File: src/rtl/popcount16_pkg.sv
// Shared constants, FIFO payload type and the thermometer/rotate helper
// used by the unary word generator.
package popcount16_pkg;

    localparam int VEC_W   = 16;
    localparam int CNT_W   = 5;
    localparam int CNT_MAX = 16;
    localparam int ROT_W   = 4;

    typedef struct packed {
        logic             sat;
        logic [VEC_W-1:0] word;
    } pc_entry_t;

    // kc low bits set, then rotated left by rot; kc >= CNT_MAX gives all ones.
    function automatic logic [VEC_W-1:0] therm_rot(
        input logic [CNT_W-1:0] kc,
        input logic [ROT_W-1:0] rot
    );
        logic [VEC_W-1:0]   therm;
        logic [2*VEC_W-1:0] dbl;
        if (kc >= CNT_W'(CNT_MAX))
            therm = '1;
        else
            therm = (VEC_W'(1) << kc) - VEC_W'(1);
        dbl = {therm, therm} << rot;
        return dbl[2*VEC_W-1:VEC_W];
    endfunction

endpackage

File: src/rtl/popcount16_unary_fifo.sv
// Two-entry output buffer for generated words; head reads as zero when empty.
module popcount16_unary_fifo
    import popcount16_pkg::*;
#(
    parameter int DEPTH = 2
) (
    input  logic      clk,
    input  logic      rst_n,
    input  logic      i_push,
    input  pc_entry_t i_wr_data,
    input  logic      i_pop,
    output pc_entry_t o_rd_data,
    output logic      o_full,
    output logic      o_empty,
    output logic [1:0] o_count
);

    pc_entry_t  r_mem [0:1];
    logic       r_wptr;
    logic       r_rptr;
    logic [1:0] r_count;

    logic w_push;
    logic w_pop;

    assign w_push = i_push && !o_full;
    assign w_pop  = i_pop && !o_empty;

    always_ff @(posedge clk or negedge rst_n) begin
        if (!rst_n) begin
            r_wptr  <= 1'b0;
            r_rptr  <= 1'b0;
            r_count <= 2'd0;
        end else begin
            if (w_push)
                r_wptr <= ~r_wptr;
            if (w_pop)
                r_rptr <= ~r_rptr;
            case ({w_push, w_pop})
                2'b10:   r_count <= r_count + 2'd1;
                2'b01:   r_count <= r_count - 2'd1;
                default: r_count <= r_count;
            endcase
        end
    end

    // Storage needs no reset: occupancy alone decides what is visible.
    always_ff @(posedge clk) begin
        if (w_push)
            r_mem[r_wptr] <= i_wr_data;
    end

    assign o_full    = (r_count == 2'(DEPTH));
    assign o_empty   = (r_count == 2'd0);
    assign o_count   = r_count;
    assign o_rd_data = o_empty ? '0 : r_mem[r_rptr];

endmodule

File: src/rtl/popcount16_unary_gen.sv
// Turns a ones count k into a 16-bit word with min(k,16) bits set, optionally
// rotating placement per accepted word, and buffers results in a small FIFO.
module popcount16_unary_gen
    import popcount16_pkg::*;
#(
    parameter bit ROT_EN     = 1'b1,
    parameter int FIFO_DEPTH = 2
) (
    input  logic             clk,
    input  logic             rst_n,
    input  logic             in_valid,
    output logic             in_ready,
    input  logic [CNT_W-1:0] input_a,
    input  logic             rot_clr,
    output logic             out_valid,
    input  logic             out_ready,
    output logic [VEC_W-1:0] popcount16_unary_gen_out,
    output logic             out_sat,
    output logic [15:0]      words_acc
);

    logic [ROT_W-1:0] r_rot;
    logic [15:0]      r_words_acc;

    logic             w_accept;
    logic             w_sat;
    logic [CNT_W-1:0] w_kc;
    pc_entry_t        w_entry;
    pc_entry_t        w_head;
    logic             w_full;
    logic             w_empty;
    logic [1:0]       w_count;

    assign in_ready = (w_count < 2'(FIFO_DEPTH));
    assign w_accept = in_valid && in_ready;

    assign w_sat        = (input_a > CNT_W'(CNT_MAX));
    assign w_kc         = w_sat ? CNT_W'(CNT_MAX) : input_a;
    assign w_entry.sat  = w_sat;
    assign w_entry.word = therm_rot(w_kc, r_rot);

    // Clear beats increment; the accepted word already used the old offset.
    always_ff @(posedge clk or negedge rst_n) begin
        if (!rst_n) begin
            r_rot       <= '0;
            r_words_acc <= '0;
        end else begin
            if (rot_clr)
                r_rot <= '0;
            else if (w_accept && ROT_EN)
                r_rot <= r_rot + ROT_W'(1);
            if (w_accept)
                r_words_acc <= r_words_acc + 16'd1;
        end
    end

    popcount16_unary_fifo #(
        .DEPTH (FIFO_DEPTH)
    ) u_fifo (
        .clk       (clk),
        .rst_n     (rst_n),
        .i_push    (w_accept),
        .i_wr_data (w_entry),
        .i_pop     (out_ready),
        .o_rd_data (w_head),
        .o_full    (w_full),
        .o_empty   (w_empty),
        .o_count   (w_count)
    );

    assign out_valid                = !w_empty;
    assign popcount16_unary_gen_out = w_head.word;
    assign out_sat                  = w_head.sat;
    assign words_acc                = r_words_acc;

    logic w_unused;
    assign w_unused = w_full;

endmodule

File: config.mk
export PLATFORM = sky130hd
export DESIGN_NAME = popcount16_unary_gen
export DESIGN_NICKNAME = d
export VERILOG_FILES = /design/src/rtl/popcount16_pkg.sv /design/src/rtl/popcount16_unary_fifo.sv /design/src/rtl/popcount16_unary_gen.sv
export SDC_FILE = /design/constraint.sdc
export NUM_CORES = 1
export LEC_CHECK = 0
export BUFFER_PORTS_ARGS = -buffer_cell sky130_fd_sc_hd__clkbuf_2
export CORE_MARGIN = 2
export CORE_UTILIZATION = 60
export CTS_BUF_LIST = sky130_fd_sc_hd__clkbuf_8
export CTS_CLUSTER_DIAMETER = 120
export CTS_CLUSTER_SIZE = 30
export DETAILED_ROUTE_END_ITERATION = 8
export PLACE_DENSITY = 0.78
export SYNTH_ARGS = -nofsm -noshare
export SYNTH_HDL_FRONTEND = slang
export SYNTH_SLANG_ARGS = --single-unit
File: constraint.sdc
create_clock -name clk -period 6.1 [get_ports clk]
set_clock_uncertainty 0.15 [all_clocks]
set_input_delay 1.525 -clock clk [delete_from_list [all_inputs] [get_ports clk]]
set_output_delay 1.525 -clock clk [all_outputs]
set_load 0.03 [all_outputs]
==> impl_metrics.env <==
export IMPL_preCtsSetupSlack_ns=1.151
export IMPL_floorplan_core_area_um2=5991
export IMPL_start_util_pct=62.47
export IMPL_timing_final_ws_setup_ns=1.383
export IMPL_setup_repair_after_global_routing_missed_its_margin="false"
export IMPL_yosys_cell_count_top_type="nor2_1"
export IMPL_clk_pin_slew_worst_paths_ns=0.07
export IMPL_setup_viol=0
export IMPL_finalHoldViolCount=0
export IMPL_rrSetupSlack_ns=3.24
export IMPL_post_drt_wl_per_cell_um=17.47
export IMPL_multiInputGateArea_um2=1926
export IMPL_finalWorstPathRequiredPeriod_ns=4.717
export IMPL_final_seq_area_um2=1622
export IMPL_critPathMaxStageDelay_ns=0.73
export IMPL_final_layout_size_suffix_gt1_share_pct=18.45
export IMPL_synth_area_um2=3742
export IMPL_die_width_um=82.98
export IMPL_setup_worst_path_class="in2reg"
export IMPL_antenna_diode_count=0
export IMPL_fin_tns_setup_ns=0
export IMPL_async_reset_ff_share_pct=41.38
export IMPL_avgViaCountPerCell=6.320
export IMPL_synthDistinctLibCells=63
export IMPL_post_cts_resized_instances=0
export IMPL_regToRegStartpoint="r_rot[1]$_DFFE_PN0P_"
export IMPL_power_static_leakage_uw=0.001613
export IMPL_fin_crit_sh_pct=77.32
export IMPL_synth_top_cells_by_area="edfxtp_1 27%, dfrtp_1 16%, mux2i_1 5.6%"
export IMPL_cp_slowest_cell="xnor2_1"
export IMPL_die_area_um2=6885
export IMPL_tritoncts_num_sinks=58
export IMPL_dp_final_hpwl_um=5965
export IMPL_grt_start_max_net_pins=35
export IMPL_dpl_cell_area_um2=3918
export IMPL_cts_setup_buffers=0
export IMPL_io_buffer_count=44
export IMPL_clk_insertion_delay_late_ns=0.33
export IMPL_peakVddDrop_v=0.0003349
export IMPL_timing_reg2reg_worst_path_depth=5
export IMPL_final_std_cell_area_no_fill_um2=4138
export IMPL_final_fill_count=468
export IMPL_timing_hold_ws_ns=0.3300
export IMPL_hold_path_startpoint="words_acc[15]$_DFFE_PN0P_"
export IMPL_required_ns=5.98
export IMPL_ios=45
export IMPL_ordered_cell_list_for_the_critical_path="clkbuf_2, or4_4, nor2_1, inv_1, ha_1, xnor2_1, a32oi_1, o21ai_1, o221ai_1"
export IMPL_min_path_cells=1
export IMPL_grt_overflow_total=0
export IMPL_h_tree_depth=3
export IMPL_synth_seq_cells=58
export IMPL_die_h_um=82.98
export IMPL_cts_tree="done"
export IMPL_antenna_left=0
export IMPL_hold_buffer_count_at_cts=0
export IMPL_grt_pass1_wl_um=13800
export IMPL_cts_buffers_inserted=9
export IMPL_crit_path_end_kind="flop"
export IMPL_worstSetupStartpoint="input_a[2]"
export IMPL_postSynthCellCount=379
export IMPL_detail_route_drc_violations=0
export IMPL_min_delay_path_class="reg2reg"
export IMPL_arrival_ns=4.59
export IMPL_critical_path_max_fanout=23
export IMPL_synth_seq_area_share_pct=43.33
export IMPL_rows=28
export IMPL_total_wirelength_of_the_detailed_routed_design_um=8509
export IMPL_track_usage_pct=25.05
export IMPL_synth_flop_cell="edfxtp_1"
export IMPL_ctsRootBufferMaster="clkbuf_8"
export IMPL_synth_top_area_cell="edfxtp_1"
export IMPL_yosysTopAreaCellShare_pct=27.28
export IMPL_worst_setup_path_start_kind="input pin"
export IMPL_dr_pass1_iters=5
export IMPL_num_nets_final=421
export IMPL_num_vias=3078
export IMPL_max_freq_ghz=0.2120
export IMPL_status="complete, no violations"
export IMPL_worst_slew_pin_slew_ns=1.099
export IMPL_grt_antenna_before_repair=0
export IMPL_synthesis_yosys_warnings=0
export IMPL_post_synth_edffs=34
export IMPL_max_clock_path_buffers=2
export IMPL_netlist_top_cells_count="43 x nor2_1, 34 x edfxtp_1, 29 x nand2_1, 24 x dfrtp_1, 21 x mux2i_1"
export IMPL_post_layout_total_power_uw=1618
export IMPL_report_final_slew_viol_count=0
export IMPL_number_of_global_route_vias_before_repair=2670
export IMPL_slew_limit_headroom_pct=26.46
export IMPL_postSynthAreaPerCell_um2=9.874
export IMPL_syn_to_final_growth_pct=10.57
export IMPL_dr_first_iter_drc_count=360
export IMPL_cap_viol_max_count=0
export IMPL_gp_congestion=0.9683
export IMPL_power_per_cell_area_nw_per_um2=391.1
export IMPL_synthesis_nets=393
-- logic make-up after synthesis --
kind of cell             synth area share [%]
AND/OR/NAND/NOR                         18.76
XOR/XNOR                                5.851
AO/OA/AOI/OAI                           19.89
flip-flops                              43.33
adder cells (fa/ha/maj)                 1.337
buffers and inverters                   5.215
multiplexers                            5.617
-- flip-flops by register name, indices dropped and copies added (netlist names) --
register and cells:
r_rot 4, u_fifo.o_count 2, u_fifo.r_mem 34, u_fifo.r_rptr 1
u_fifo.r_wptr 1, words_acc 16
-- critical path, delay by kind of cell --
family	cells	cell delay (ns)
AOI/OAI and AO/OA	3	0.73
and+or+nand+nor	2	0.83
buffers and inverters	2	0.37
xor gates and xnor gates	1	0.73
adders and majority gates	1	0.40
-- per-layer routing --
layer  up-vias  GRT usage [%]  routed length (um)
met5         -              0                   0
li1       1494              -                   -
met2       155          37.02                3813
met3        13          5.765                 697
met4         0          7.004                 142
met1      1416          37.18                3855
-- metrics by stage --
stage / utilization [%] / instances
floorplan: - / 379
global placement: 65.39 / 471
detailed placement: 65.39 / 471
CTS: 69.07 / 487
global route: 69.07 / 487
finish: 69.07 / 487
-- cell type report --
class,instances,share of cell area [%]
clock buffer,10,3.326
clock inverter,6,1.996
inverter,9,0.8164
multi-input combinational,282,46.54
sequential,58,39.19
tap,75,2.268
timing repair buffer,47,5.866
-- layout by cell type (no fill, tap or decap), drive strengths merged, types with 5 or more instances in the layout --
| master | n |
|---|---|
| a211oi | 7 |
| a21oi | 12 |
| a31oi | 6 |
| a32oi | 6 |
| and2 | 7 |
| clkbuf | 54 |
| dfrtp | 24 |
| edfxtp | 34 |
| inv | 9 |
| mux2i | 21 |
| nand2 | 29 |
| nand3 | 15 |
| nand4 | 5 |
| nor2 | 43 |
| nor2b | 5 |
| nor3 | 13 |
| nor4 | 5 |
| o211ai | 8 |
| o21ai | 14 |
| o221ai | 7 |
| o32ai | 5 |
| xnor2 | 20 |
| xor2 | 5 |
-- final timing paths --
path,endpoint
max in group asynchronous,words_acc[13]$_DFFE_PN0P_
hold reg to reg,words_acc[15]$_DFFE_PN0P_
setup / recovery,u_fifo.r_mem[0][12]$_DFFE_PP_
setup reg to reg,u_fifo.r_mem[0][8]$_DFFE_PP_
hold / removal,words_acc[15]$_DFFE_PN0P_
min in group asynchronous,u_fifo.r_rptr$_DFFE_PN0P_
-- power breakdown --
part / internal (uW) / switching (uW)
Combinational: 209 / 433
Sequential: 508 / 82.9
Clock: 239 / 147
Total: 956 / 662
(Power assumes the default switching activity.)
